[src/rtl/serial_bit_feeder.sv]
// Parallel-in/serial-out feeder for the 101 detector: WIDTH-bit words in, MSB-first bits out on x.
// Optional even-parity trailer bit per frame when SER_PARITY_EN is defined.
module serial_bit_feeder #(
    parameter int WIDTH = 8
) (
    input  logic             clk,
    input  logic             rst,
    input  logic [WIDTH-1:0] din,
    input  logic             din_valid,
    output logic             din_ready,
    output logic             x,
    output logic             x_valid,
    output logic             x_last,
    output logic             busy,
    output logic [1:0]       state_dbg
);

    localparam int CW = $clog2(WIDTH + 1);
    localparam logic [CW-1:0] LAST_IDX = CW'(WIDTH - 1);
`ifndef SER_PARITY_EN
    localparam logic [CW-1:0] PRE_LAST = CW'(WIDTH - 2);
`endif

`ifdef SER_PARITY_EN
    typedef enum logic [1:0] {IDLE = 2'd0, SHIFT = 2'd1, PARITY = 2'd2} state_t;
`else
    typedef enum logic [1:0] {IDLE = 2'd0, SHIFT = 2'd1} state_t;
`endif

    state_t           state;
    logic [WIDTH-1:0] sreg;
    logic [CW-1:0]    count;
`ifdef SER_PARITY_EN
    logic             par;
`endif
    logic             accept;

    assign state_dbg = state;

    // Handshake: a word transfers on any rising edge where din_valid && din_ready;
    // din_valid may drop without a transfer, and din is ignored unless din_ready is high.
    always_comb begin
        din_ready = 1'b0;
        if (rst) begin
            case (state)
                IDLE:   din_ready = 1'b1;
`ifdef SER_PARITY_EN
                PARITY: din_ready = 1'b1;
                SHIFT:  din_ready = 1'b0;
`else
                SHIFT:  din_ready = (count == LAST_IDX);
`endif
                default: din_ready = 1'b0;
            endcase
        end
    end

    assign accept = din_valid && din_ready;

    always_ff @(posedge clk) begin
        if (!rst) begin
            state   <= IDLE;
            sreg    <= '0;
            count   <= '0;
            x       <= 1'b0;
            x_valid <= 1'b0;
            x_last  <= 1'b0;
            busy    <= 1'b0;
`ifdef SER_PARITY_EN
            par     <= 1'b0;
`endif
        end else if (accept) begin
            // Load path covers both IDLE and the zero-bubble reload at frame end.
            state   <= SHIFT;
            sreg    <= din;
            count   <= '0;
            x       <= din[WIDTH-1];
            x_valid <= 1'b1;
            x_last  <= 1'b0;
            busy    <= 1'b1;
`ifdef SER_PARITY_EN
            par     <= ^din;
`endif
        end else begin
            case (state)
                SHIFT: begin
                    if (count != LAST_IDX) begin
                        sreg  <= sreg << 1;
                        x     <= sreg[WIDTH-2];
                        count <= count + 1'b1;
`ifdef SER_PARITY_EN
                        x_last <= 1'b0;
`else
                        x_last <= (count == PRE_LAST);
`endif
                    end else begin
`ifdef SER_PARITY_EN
                        state  <= PARITY;
                        x      <= par;
                        x_last <= 1'b1;
                        count  <= count + 1'b1;
`else
                        state   <= IDLE;
                        sreg    <= '0;
                        count   <= '0;
                        x       <= 1'b0;
                        x_valid <= 1'b0;
                        x_last  <= 1'b0;
                        busy    <= 1'b0;
`endif
                    end
                end
                default: begin
                    // IDLE, the parity cycle without a new word, and illegal encodings.
                    state   <= IDLE;
                    sreg    <= '0;
                    count   <= '0;
                    x       <= 1'b0;
                    x_valid <= 1'b0;
                    x_last  <= 1'b0;
                    busy    <= 1'b0;
`ifdef SER_PARITY_EN
                    par     <= 1'b0;
`endif
                end
            endcase
        end
    end

endmodule

[config.mk]
export PLATFORM = sky130hd
export DESIGN_NAME = serial_bit_feeder
export DESIGN_NICKNAME = d
export VERILOG_FILES = /design/src/rtl/serial_bit_feeder.sv
export SDC_FILE = /design/constraint.sdc
export NUM_CORES = 1
export LEC_CHECK = 0
export BUFFER_PORTS_ARGS = -buffer_cell sky130_fd_sc_hd__buf_2
export CAP_MARGIN = 20
export CORE_MARGIN = 8
export CORE_UTILIZATION = 40
export DETAILED_ROUTE_END_ITERATION = 8
export GPL_ROUTABILITY_DRIVEN = 0
export GPL_TIMING_DRIVEN = 0
export PLACE_DENSITY = 0.76
export SYNTH_ARGS = -nofsm -noshare
export SYNTH_HDL_FRONTEND = slang
export SYNTH_SLANG_ARGS = --single-unit
[constraint.sdc]
create_clock -name clk -period 1.3 [get_ports clk]
set_input_delay 0.195 -clock clk [delete_from_list [all_inputs] [get_ports clk]]
set_output_delay 0.195 -clock clk [all_outputs]
set_load 0.02 [all_outputs]
---- After elaboration in Yosys (flattened, before gate mapping) ----
Cells that the tools add are included.
word-level totals
  bits in registers ....................... 15
  input bits .............................. 11
operators by class
  equal/unequal tests ..................... 4
  $add $sub $neg .......................... 1
  mux-type cells .......................... 14
  bitwise operators ....................... 3
  reductions and logical operators ........ 3
operator list
  cell                                                    number
  two-way mux 7 bit                                       3
  two-way mux 1 bit                                       10
  equality test 4 x 3 -> 1 bit (second input constant)    2
  adder 4 x 1 -> 4 bit (second input constant)            1
  inequality test 4 x 3 -> 1 bit (second input constant)  1
  OR reduction 4 bit                                      1
  inequality test 3 bit (second input constant)           1
  inverter 1 bit                                          3
  logical NOT 2 bit                                       1
  one-hot mux 1 bit (2 select lines)                      1
  logical AND 1 bit                                       1

---- Depth between registers and ports, before layout ----
  depth after elaboration ................. 5
  gate-level depth with buffers ........... 5

---- Worst setup path after synthesis ----
Ideal clock, no wire load.
  kind .................................... reg-to-output
  start point ............................. reg count[0]
  end point ............................... out din_ready
  required time ........................... 1.105 ns
  path slack .............................. -0.094 ns
  stages on the path, launching flop included .. 4
  data arrival time ....................... 1.199 ns
  cells stage by stage .................... dfxtp_1 ha_1 nand3b_4 a21boi_0
on the way
  longest elaborated chain between the ends .. 3
ends and longest elaborated chain
  what                                line  source
  start: declaration                  32    logic [CW-1:0] count;
  start signal: assignment            90    count <= count + 1'b1;
  equality test 4 x 3 -> 1 bit        51    SHIFT: din_ready = (count == LAST_IDX);
  one-hot mux 1 bit (2 select lines)  45    case (state)
  two-way mux 1 bit                   44    if (rst) begin
  end: declaration                    10    output logic din_ready,
Every way passes these cells.

---- Final worst setup path ----
  start point ............................. reg count[1]
  end point ............................... out din_ready
Same word-level chain as after synthesis.

==> metrics <==
run status=finished, violations left; failing checks=negative setup slack; CTS Buf Count=3; Hold Violations, Final=0; Non-Filler Instances=83; global-route wire length before repair=1.61 mm; clock transition at the registers of the reported paths=0.08 ns; Rows=13; TritonRoute pass-1 iters=2; fill count=119; crit path from=count[1]; startpoint class of the critical path=flip-flop; Sink Count=14; Reg2Reg Depth=5; VDD IR max=0.542 mV; Syn Inst Count=45; min Tclk post-route=1.35 ns; Port Buf Inserts=16; worst reg2reg setup slack=0.03 ns; Seq/Total Area, Yosys=54.0%; CTS H-tree lvls=1; Clk Latency, worst-skew pair=0.28 ns; die span in y=52.0 µm; Final Power=0.891 mW; deepest clock path buffer count=2; FF-to-FF End=sreg[2]; Initial Utilization=41.5%; fin crit share=104%; overall routing resource usage=8.11%; Root Buffer=clkbuf_4; largest net degree at the start of global routing=10; # DRC=0; Ports=18; critical path endpoint category=output port; Post-Place Cells=76; die area=2710 µm²; vias per cell=4.71; share of cells above drive strength 1=50.0%; PD cells=1250 nW/µm²; Post-Syn Area=519 µm²; Max Fclk=0.738 GHz; Slew Limit Fails=0; crit path to=din_ready; Core Area=1250 µm²; placed cell area=621 µm²; Placement Setup Slack=-0.0804 ns; Area growth, synth to finish=37.1%; worst path required time=1.11 ns; Vias=391; WL final=984 µm; Cell variety after synth=19; Crit Path Max Fanout=3; DRT iter0 DRCs=1; final setup violation count=1; setup ws final=-0.0544 ns; GRT overflow=0; synthesized area per cell=11.5 µm²; CTS tree=done; die width=52.0 µm; Syn Nets=58; MaxCap Viol Count=0; final design instance area without fill=712 µm²; crit path kind=flip-flop to output port; Wirelength per Cell=11.9 µm; Worst Skew=0.00375 ns; Post-DP HPWL=687 µm; diode count=0; RSZ-0062 raised after global routing=yes; Worst R2R Start=count[1]; cts hold-fix bufs=0; #FFs+latches synth=14; initial antenna violation count=0; yosys warns=0; Layout Nets=82; crit path DAT=1.16 ns; P_leak=0.367 nW; vias in the first global route=386; Post-DRT Antenna Nets=0; min-delay worst type=input pin to flip-flop
-- metal layers --
layer	track usage (%)	part of all wire, %	wire (µm)	vias up
met3	5.41	13	132	3
met1	8.63	42	413	173
met5	0	0	0	-
li1	-	-	-	197
met4	6.64	3.0	30	0
met2	10.8	41	408	18
-- cell usage in the layout, fill, tap and decap left out, drive strengths merged --
master  netlist  layout
a21boi        1       1
a21oi         1       1
a22o          7       7
and2          1       1
and3          1       1
and4b         1       1
buf           4      23
clkbuf        0       4
conb          1       1
dfxtp        14      14
ha            2       2
inv           1       1
nand2         1       1
nand3         2       2
nand3b        1       1
nor2          4       4
or2           1       1
xnor2         1       1
xor2          1       1
-- synthesized netlist by cell type --
library cell  instances  area share (%)
buf_4                 3             4.3
nor2_1                4             2.9
a21boi_0              1             1.4
xor2_1                1             1.7
inv_1                 1            0.72
and2_1                1             1.2
and4b_1               1             1.9
xnor2_1               1             1.7
dfxtp_1              14              54
nand2_1               1            0.72
ha_1                  2             4.8
conb_1                1            0.72
nand3_1               2             1.9
nand3b_4              1             3.9
a22o_1                7              12
a21oi_2               1             1.7
and3_1                1             1.2
or2_1                 1             1.2
buf_6                 1             2.2
-- how the worst min path moves through the flow --
stage | slack (ns) | endpoint | startpoint | cells past startpoint
6_report | 0.11 | sreg[0] | din[0] | 2
5_1_grt | 0.10 | sreg[3] | din[3] | 2
4_1_cts | 0.11 | sreg[0] | din[0] | 2
3_5_place_dp | 0.40 | sreg[0] | din[0] | 2
3_3_place_gp | 0.40 | sreg[0] | din[0] | 2
2_1_floorplan | 0.32 | sreg[0] | din[0] | 1
-- through the flow --
stage / hold slack (ns) / TNS [ns] / utilization, %
detailed placement: 0.400 / -0.629 / 49.6
global placement: 0.397 / -0.419 / 49.6
finish: 0.108 / -0.0544 / 56.8
global route: 0.104 / -0.148 / 56.8
floorplan: 0.317 / 0 / -
CTS: 0.106 / -0.211 / 55.6
-- area by class of cell --
type | count | area (µm²) | share of cell area (%)
buffer | 4 | 33.8 | 4.75
clock buffer | 4 | 36.3 | 5.10
inverter | 1 | 3.75 | 0.527
multi-input combinational | 26 | 225 | 31.6
sequential | 14 | 289 | 40.6
tap | 15 | 18.8 | 2.64
timing repair buffer | 19 | 105 | 14.8
-- what timing repair did --
item / CTS / global route
setup endpoints to repair: 11 / 10
gates resized for setup: 5 / 4
setup buffers: 3 / 0
pin swaps: 2 / 0
-- flip-flops by register name, indices dropped and copies added, names as in the netlist --
register and flops:
x_last 1, count 4, x 1, sreg 7, state_dbg 1
-- critical path, cell delays in order (launching register included) --
cell and delay [ns]:
dfxtp_4 0.37, ha_4 0.15, nand3b_4 0.08, a21boi_2 0.12, buf_4 0.15
-- cells by family after synthesis --
kind of cell	synth area share, %
flip-flops	54.0
AND/OR/NAND/NOR	14.9
AO/OA/AOI/OAI	14.9
buffers and inverters	7.23
XOR/XNOR	3.37
adder cells (fa/ha/maj)	4.82
other	0.722
-- report_power, final --
group | leakage, nW | total [mW] | switching, mW | internal, mW
logic | 0.230 | 0.115 | 0.0572 | 0.0576
clock network | 0.0210 | 0.314 | 0.143 | 0.171
registers | 0.116 | 0.462 | 0.0147 | 0.448
total | 0.367 | 0.891 | 0.215 | 0.676
Note: power is estimated with default switching activity, not from simulation.
